### config.mk
export PLATFORM = sky130hd
export DESIGN_NAME = uart_rx_flat
export DESIGN_NICKNAME = d
export VERILOG_FILES = /design/src/rtl/uart_rx_if.sv /design/src/rtl/uart_rx.sv /design/src/flat_wrapper.sv
export SDC_FILE = /design/constraint.sdc
export NUM_CORES = 1
export LEC_CHECK = 0
export CORE_ASPECT_RATIO = 1.1
export CORE_MARGIN = 5
export CORE_UTILIZATION = 56
export CTS_BUF_LIST = sky130_fd_sc_hd__clkbuf_8 sky130_fd_sc_hd__clkbuf_16
export DETAILED_ROUTE_END_ITERATION = 6
export DONT_BUFFER_PORTS = 1
export GPL_TIMING_DRIVEN = 0
export PLACE_DENSITY = 0.71
export REMOVE_ABC_BUFFERS = 1
export SLEW_MARGIN = 20
export SYNTH_ARGS = -nofsm -noshare
export SYNTH_HDL_FRONTEND = slang
export SYNTH_SLANG_ARGS = --single-unit
### constraint.sdc
create_clock -name i_clk -period 2.4 [get_ports i_clk]
set_input_delay 0.48 -clock i_clk [delete_from_list [all_inputs] [get_ports i_clk]]
set_output_delay 0.48 -clock i_clk [all_outputs]
set_load 0.1 [all_outputs]
### src/rtl/uart_rx_if.sv
// uart_rx_if: bundle of the serial line and the received-byte interface.
//   i_rxd       serial line into the receiver (idles high)
//   o_data      last correctly framed byte
//   o_valid     one-cycle strobe when o_data updates
//   o_frame_err one-cycle strobe when a stop bit is sampled low
//   o_busy      receiver is inside a frame (or waiting out a break)
// master: the receiver side; slave: the line driver / byte consumer side.
interface uart_rx_if;
  logic       i_rxd;
  logic [7:0] o_data;
  logic       o_valid;
  logic       o_frame_err;
  logic       o_busy;

  modport master (
    input  i_rxd,
    output o_data,
    output o_valid,
    output o_frame_err,
    output o_busy
  );

  modport slave (
    output i_rxd,
    input  o_data,
    input  o_valid,
    input  o_frame_err,
    input  o_busy
  );
endinterface

### src/rtl/uart_rx.sv
// uart_rx: 8N1 UART receiver with internal OVERSAMPLE-times oversampling.
// Ports:
//   i_clk    system clock, rising edge
//   i_reset  synchronous active-high reset
//   bus      uart_rx_if.master: i_rxd in; o_data, o_valid, o_frame_err,
//            o_busy out (all outputs registered)
// Start bit is confirmed at its middle, data and stop bits are sampled at
// their middles, LSB first. A low stop bit reports a frame error and the
// receiver then waits for the line to return high before re-arming.
module uart_rx #(
  parameter int unsigned CLK_FREQ   = 100_000_000,
  parameter int unsigned BAUD_RATE  = 9600,
  parameter int unsigned OVERSAMPLE = 16   // even, >= 4
) (
  input  logic     i_clk,
  input  logic     i_reset,
  uart_rx_if.master bus
);

  localparam int unsigned DIV_RAW = CLK_FREQ / (BAUD_RATE * OVERSAMPLE);
  localparam int unsigned DIV     = (DIV_RAW < 1) ? 1 : DIV_RAW;
  localparam int unsigned DIV_W   = (DIV > 1) ? $clog2(DIV) : 1;
  localparam int unsigned TC_W    = $clog2(OVERSAMPLE);

  localparam logic [DIV_W-1:0] DIV_LAST  = DIV_W'(DIV - 1);
  localparam logic [TC_W-1:0]  MID_START = TC_W'(OVERSAMPLE / 2 - 1);
  localparam logic [TC_W-1:0]  FULL_BIT  = TC_W'(OVERSAMPLE - 1);

  typedef enum logic [2:0] {
    S_IDLE,
    S_START,
    S_DATA,
    S_STOP,
    S_BREAK
  } state_e;

  // Two-flop synchroniser; idle-high reset value avoids a false start.
  logic rxd_meta_q, rxd_s_q;

  always_ff @(posedge i_clk) begin
    if (i_reset) begin
      rxd_meta_q <= 1'b1;
      rxd_s_q    <= 1'b1;
    end else begin
      rxd_meta_q <= bus.i_rxd;
      rxd_s_q    <= rxd_meta_q;
    end
  end

  state_e           state_q;
  logic [TC_W-1:0]  tcnt_q;
  logic [2:0]       bit_idx_q;
  logic [7:0]       shift_q;
  logic [7:0]       data_q;
  logic             valid_q;
  logic             ferr_q;
  logic             busy_q;

  // Oversampling divider. Cleared on the detected start edge so that the
  // tick phase, and hence every mid-bit sample, is aligned to that edge.
  logic [DIV_W-1:0] div_q, div_d;
  logic             tick;
  logic             start_det;

  assign start_det = (state_q == S_IDLE) && !rxd_s_q;
  assign tick      = (div_q == DIV_LAST);

  always_comb begin
    div_d = div_q + 1'b1;
    if (start_det || tick) begin
      div_d = '0;
    end
  end

  always_ff @(posedge i_clk) begin
    if (i_reset) begin
      div_q <= '0;
    end else begin
      div_q <= div_d;
    end
  end

  // Receive FSM; outputs are registered alongside the state.
  always_ff @(posedge i_clk) begin
    if (i_reset) begin
      state_q   <= S_IDLE;
      tcnt_q    <= '0;
      bit_idx_q <= '0;
      shift_q   <= '0;
      data_q    <= '0;
      valid_q   <= 1'b0;
      ferr_q    <= 1'b0;
      busy_q    <= 1'b0;
    end else begin
      valid_q <= 1'b0;
      ferr_q  <= 1'b0;
      case (state_q)
        S_IDLE: begin
          if (!rxd_s_q) begin
            state_q <= S_START;
            tcnt_q  <= '0;
            busy_q  <= 1'b1;
          end
        end
        S_START: begin
          if (tick) begin
            if (tcnt_q == MID_START) begin
              tcnt_q <= '0;
              if (rxd_s_q) begin
                // Line already back high at mid-start: treat as a glitch.
                state_q <= S_IDLE;
                busy_q  <= 1'b0;
              end else begin
                state_q   <= S_DATA;
                bit_idx_q <= '0;
              end
            end else begin
              tcnt_q <= tcnt_q + 1'b1;
            end
          end
        end
        S_DATA: begin
          if (tick) begin
            if (tcnt_q == FULL_BIT) begin
              tcnt_q  <= '0;
              shift_q <= {rxd_s_q, shift_q[7:1]};
              if (bit_idx_q == 3'd7) begin
                state_q <= S_STOP;
              end else begin
                bit_idx_q <= bit_idx_q + 1'b1;
              end
            end else begin
              tcnt_q <= tcnt_q + 1'b1;
            end
          end
        end
        S_STOP: begin
          if (tick) begin
            if (tcnt_q == FULL_BIT) begin
              tcnt_q <= '0;
              if (rxd_s_q) begin
                // Re-arm at mid-stop so a back-to-back start edge is caught.
                data_q  <= shift_q;
                valid_q <= 1'b1;
                state_q <= S_IDLE;
                busy_q  <= 1'b0;
              end else begin
                ferr_q  <= 1'b1;
                state_q <= S_BREAK;
              end
            end else begin
              tcnt_q <= tcnt_q + 1'b1;
            end
          end
        end
        S_BREAK: begin
          // A held-low line must not be mistaken for a new start bit.
          if (rxd_s_q) begin
            state_q <= S_IDLE;
            busy_q  <= 1'b0;
          end
        end
        default: begin
          state_q <= S_IDLE;
          busy_q  <= 1'b0;
        end
      endcase
    end
  end

  assign bus.o_data      = data_q;
  assign bus.o_valid     = valid_q;
  assign bus.o_frame_err = ferr_q;
  assign bus.o_busy      = busy_q;

endmodule

### src/flat_wrapper.sv
// flat-port wrapper written by rule: the top's interface ports become plain ports
module uart_rx_flat 
#(
  parameter int unsigned CLK_FREQ   = 100_000_000,
  parameter int unsigned BAUD_RATE  = 9600,
  parameter int unsigned OVERSAMPLE = 16                
)
  (i_clk, i_reset, bus_i_rxd, bus_o_data, bus_o_valid, bus_o_frame_err, bus_o_busy);
  uart_rx_if bus_i ();
  input  logic i_clk;
  input  logic i_reset;
  input wire logic [$bits(bus_i.i_rxd)-1:0] bus_i_rxd;
  output wire logic [$bits(bus_i.o_data)-1:0] bus_o_data;
  output wire logic [$bits(bus_i.o_valid)-1:0] bus_o_valid;
  output wire logic [$bits(bus_i.o_frame_err)-1:0] bus_o_frame_err;
  output wire logic [$bits(bus_i.o_busy)-1:0] bus_o_busy;
  assign bus_i.i_rxd = bus_i_rxd;
  assign bus_o_data = bus_i.o_data;
  assign bus_o_valid = bus_i.o_valid;
  assign bus_o_frame_err = bus_i.o_frame_err;
  assign bus_o_busy = bus_i.o_busy;
  uart_rx #(.CLK_FREQ(CLK_FREQ), .BAUD_RATE(BAUD_RATE), .OVERSAMPLE(OVERSAMPLE)) u_core (.i_clk(i_clk), .i_reset(i_reset), .bus(bus_i));
endmodule
# [After elaboration in Yosys (flattened, before gate mapping)]
# Cells that the tools add are included.
[word_totals] reg_bits=41 in_bits=3
[classes] add_sub_neg=3 n_eq_ne=20 muxes=34 n_bitwise=4 n_reduce_logical=15
[ops] op="$mux 3" count=16
[ops] op="$mux 4" count=5
[ops] op="$ne 2x1->1 const B" count=9
[ops] op="$pmux 3 s5" count=1
[ops] op="$pmux 4 s3" count=1
[ops] op="$add 10x1->10 const B" count=1
[ops] op="$eq 10x10->1 const B" count=1
[ops] op="$reduce_and 9->1" count=1
[ops] op="$mux 1" count=8
[ops] op="$reduce_and 4->1" count=2
[ops] op="$reduce_and 7->1" count=1
[ops] op="$eq 3x2->1 const B" count=2
[ops] op="$eq 3x3->1 const B" count=2
[ops] op="$ne 2x2->1 const B" count=3
[ops] op="$pmux 3 s2" count=1
[ops] op="$reduce_and 6->1" count=1
[ops] op="$pmux 1 s5" count=1
[ops] op="$add 4x1->4 const B" count=1
[ops] op="$eq 4x3->1 const B" count=1
[ops] op="$eq 4x4->1 const B" count=1
[ops] op="$not 1->1" count=4
[ops] op="$reduce_or 2->1" count=2
[ops] op="$reduce_or 4->1" count=1
[ops] op="$add 3x1->3 const B" count=1
[ops] op="9 further kinds" count=9

# [Depth between registers and ports, before layout]
[depth] word_depth=5 ltp_mapped=7 depth_no_buf=6

# [Worst setup path before layout]
# OpenSTA, ideal clock, no wires.
[synth_timing] kind="reg2reg" startpoint="register u_core.div_q[5]" endpoint="register u_core.state_q[0]" setup_time_ns=0.072 t_arrival_ns=1.907 t_required_ns=2.328 path_slack_ns=0.421 path_stages_with_launch=6 cell_sequence="dfxtp_1 -> or4b_4 -> or3_4 -> buf_4 -> a221oi_4 -> mux2i_1"
[synth_between] elab_chain_len=3 elab_cells_between_ends=5
[synth_lines] element="start, declared" line="uart_rx.sv:61" source="logic [DIV_W-1:0] div_q, div_d;"
[synth_lines] element="start signal, assigned" line="uart_rx.sv:79" source="div_q <= div_d;"
[synth_lines] element="$eq 10x10->1 *" line="uart_rx.sv:66" source="assign tick = (div_q == DIV_LAST);"
[synth_lines] element="$ne 2x1->1 (no source line)"
[synth_lines] element="$reduce_and 9->1 (no source line) *"
[synth_lines] element="end signal, assigned" line="uart_rx.sv:86" source="state_q <= S_IDLE;"
[synth_lines] element="end signal, assigned" line="uart_rx.sv:100" source="state_q <= S_START;"
[synth_lines] element="end signal, assigned" line="uart_rx.sv:111" source="state_q <= S_IDLE;"
[synth_lines] element="end, declared" line="uart_rx.sv:50" source="state_e state_q;"
# Mark *: on every way between the ends. The rest lies on a longest branch, timed or not.
# A chain may end at the register's enable or synchronous reset.

# [Worst setup path in the final report]
[layout_timing] startpoint="register u_core.div_q[8]" endpoint="register u_core.data_q[3] (netlist: u_core.bus.o_data[3])"
[layout_between] elab_chain_len=2
[layout_lines] element="$eq 10x10->1" line="uart_rx.sv:66"
[layout_lines] element="$reduce_and 4->1 (no source line)"
[layout_lines] element="end signal, assigned" line="uart_rx.sv:143" source="data_q <= shift_q;"
[layout_lines] element="end, declared" line="uart_rx.sv:54" source="logic [7:0] data_q;"
# No other way between the ends.

==> reports/metrics.csv <==
metric;value;unit
crit_type;register to register;
grt_usage;15.7;%
core_area;3330;sq um
min_path_type;input pin to register;
power.leakage;0.751;nW
start_util;57.9;%
cts_buffer_depth;2;
gp_congestion;0.823;
grt_pass1_vias;1336;
synth_area;1930;sq um
die_area;4720;sq um
cts.sinks;41;
period_share;93.8;%
ctsHoldBuffers;0;
drive_gt1_share;7.96;%
layout_min_cycle_time;2.25;ns
via_count;1382;
ios;14;
clk_pin_slew;0.08;ns
ys_seq_area_share;42.6;%
grt_max_degree;38;
fillers;284;
cts_made_buffers;5;
setup_ws;0.148;ns
ys_warn_count;0;
setup_tns;0;ns
drtIter0Drc;173;
routed_wl;3.39;mm
synth_area_leader_cell;dfxtp_1;
arrival;2.41;ns
ys_ff_latch;41;
grt_pass1_wl;5.90;mm
die_w;65.9;um
r2r-start;u_core.div_q[8];
route.detailed.wl_per_inst;13.6;um
dp_slack;0.145;ns
synth_top_cell_area_share;42.6;%
startpoint_type;register;
maxSlewViolCount;0;
synthFlopType;dfxtp_1;
synth_edf_count;0;
io_buffers;0;
outcome;complete, no violations;
htreeDepth;2;
area_delta_synth_final;6.55;%
tightest_slew;0.993;ns
fmax;444;MHz
critPathLaunch;u_core.div_q[8];
rows;22;
synth_common_cells;dfxtp_1, nand2b_1, mux2i_1;
firstDrtPassIters;4;
clkLatencyLatePin;0.29;ns
postSynth.asyncResetShare;0;%
ant_nets;0;
yosys.cell_types.count;43;
antenna_cells;0;
drc;0;
drv_cap;0;
final_nets;208;
dp_hpwl;2.41;mm
synth_most_common_cell;dfxtp_1;
path_max_fanout;12;
crit_required;2.56;ns
powerDensity;681;nW/um^2
finalHoldViolCount;0;
die-height;71.5;um
skew;0.00484;ns
rsz0062_at_grt;false;
vdd_drop_max;0.514;mV
avgSynthCellArea;9.50;sq um
final_core_util;61.7;%
relSlewSlack;33.7;%
postCtsSetupBuffers;0;
cts_tree;yes;
synthTopCellsByArea;dfxtp_1, mux2i_1, nand2b_1;
viasPerCell;5.55;
hp-start;i_reset;
worstSetupEndpointType;register;
grt.overflow.total;0;
antenna_found_initial;0;
syn_inst;203;
ctsRootBufferMaster;clkbuf_8;
cts_resized;0;
setup_viol;0;
## logic make-up (layout without fill, tap and decap cells)
kind of cell    after synthesis  after routing  synth area share, %
simple gates                 89             89                 25.9
xor+xnor                     10             10                 4.54
buf+inv                      16             14                 3.70
mux                          22             22                 11.5
compound gates               20             20                 8.57
flops                        41             41                 42.6
fa+ha+maj                     5              5                 3.24
## layer usage
layer	wire length, um	share of wire [%]	track usage, %	vias up
li1	-	-	-	700
met1	1420	42	18.4	653
met2	1780	52	27.6	25
met3	148	4.4	4.86	4
met4	38	1.1	4.29	0
met5	0	0	0	-
## flip-flops by register name, indices dropped and copies added (netlist names)
register and count:
u_core.bit_idx_q 3, u_core.bus.o_busy 1, u_core.bus.o_data 8, u_core.bus.o_frame_err 1, u_core.bus.o_valid 1, u_core.div_q 10, u_core.rxd_meta_q 1, u_core.rxd_s_q 1
u_core.shift_q 8, u_core.state_q 3, u_core.tcnt_q 4
## critical path: stages, from the launching register on
cell,delay [ns]
dfxtp_1,0.34
or4b_4,0.55
or3_4,0.47
or3_1,0.57
mux2i_1,0.18
## through the flow
stage | cells | area [sq um] | power [mW] | hold WS, ns
floorplan | 193 | 1880 | 0.838 | 0.389
global placement | 241 | 1940 | 0.855 | 0.395
detailed placement | 241 | 1940 | 0.860 | 0.412
CTS | 249 | 2050 | 1.42 | 0.245
global route | 249 | 2050 | 1.46 | 0.243
finish | 249 | 2050 | 1.40 | 0.262
## report_power, final
| part | switching [mW] | total [mW] | internal [mW] |
|---|---|---|---|
| clock network | 0.242 | 0.553 | 0.311 |
| logic | 0.0611 | 0.113 | 0.0515 |
| registers | 0.0385 | 0.733 | 0.694 |
| total | 0.342 | 1.40 | 1.06 |
## area by class of cell
cell class	count	area (sq um)	share of cell area [%]
multi-input combinational	146	1040	50.4
clock buffer	5	68.8	3.35
clock inverter	3	46.3	2.25
tap	48	60.1	2.92
sequential	41	821	40.0
inverter	6	22.5	1.10
## cells in the final DEF, fill, tap and decap left out, types with 2 or more instances in the layout
| cell type | Yosys | routed |
|---|---|---|
| ha_1 | 5 | 5 |
| xnor2_1 | 7 | 7 |
| nor3b_1 | 2 | 2 |
| nor2b_1 | 2 | 2 |
| mux2i_1 | 21 | 21 |
| nor4_1 | 2 | 2 |
| inv_1 | 6 | 6 |
| o21ai_0 | 3 | 3 |
| nor2_1 | 20 | 20 |
| xor2_1 | 3 | 3 |
| nand3_1 | 9 | 9 |
| clkbuf_8 | 0 | 5 |
| a31oi_1 | 3 | 3 |
| o31ai_1 | 2 | 2 |
| dfxtp_1 | 41 | 41 |
| nand2_1 | 7 | 7 |
| nor3_1 | 8 | 8 |
| nand3b_1 | 3 | 3 |
| a21oi_1 | 3 | 3 |
| or2_2 | 2 | 2 |
| nand2b_1 | 24 | 24 |
## worst paths after layout
check	end	slack [ns]	cells after the start
worst min-delay path	u_core.bus.o_valid	0.26	1
worst min register to register	u_core.rxd_s_q	0.42	1
worst max register to register	u_core.bus.o_data[3]	0.15	4
worst max-delay path	u_core.bus.o_data[3]	0.15	4
Note: power is estimated with default switching activity, not from simulation.
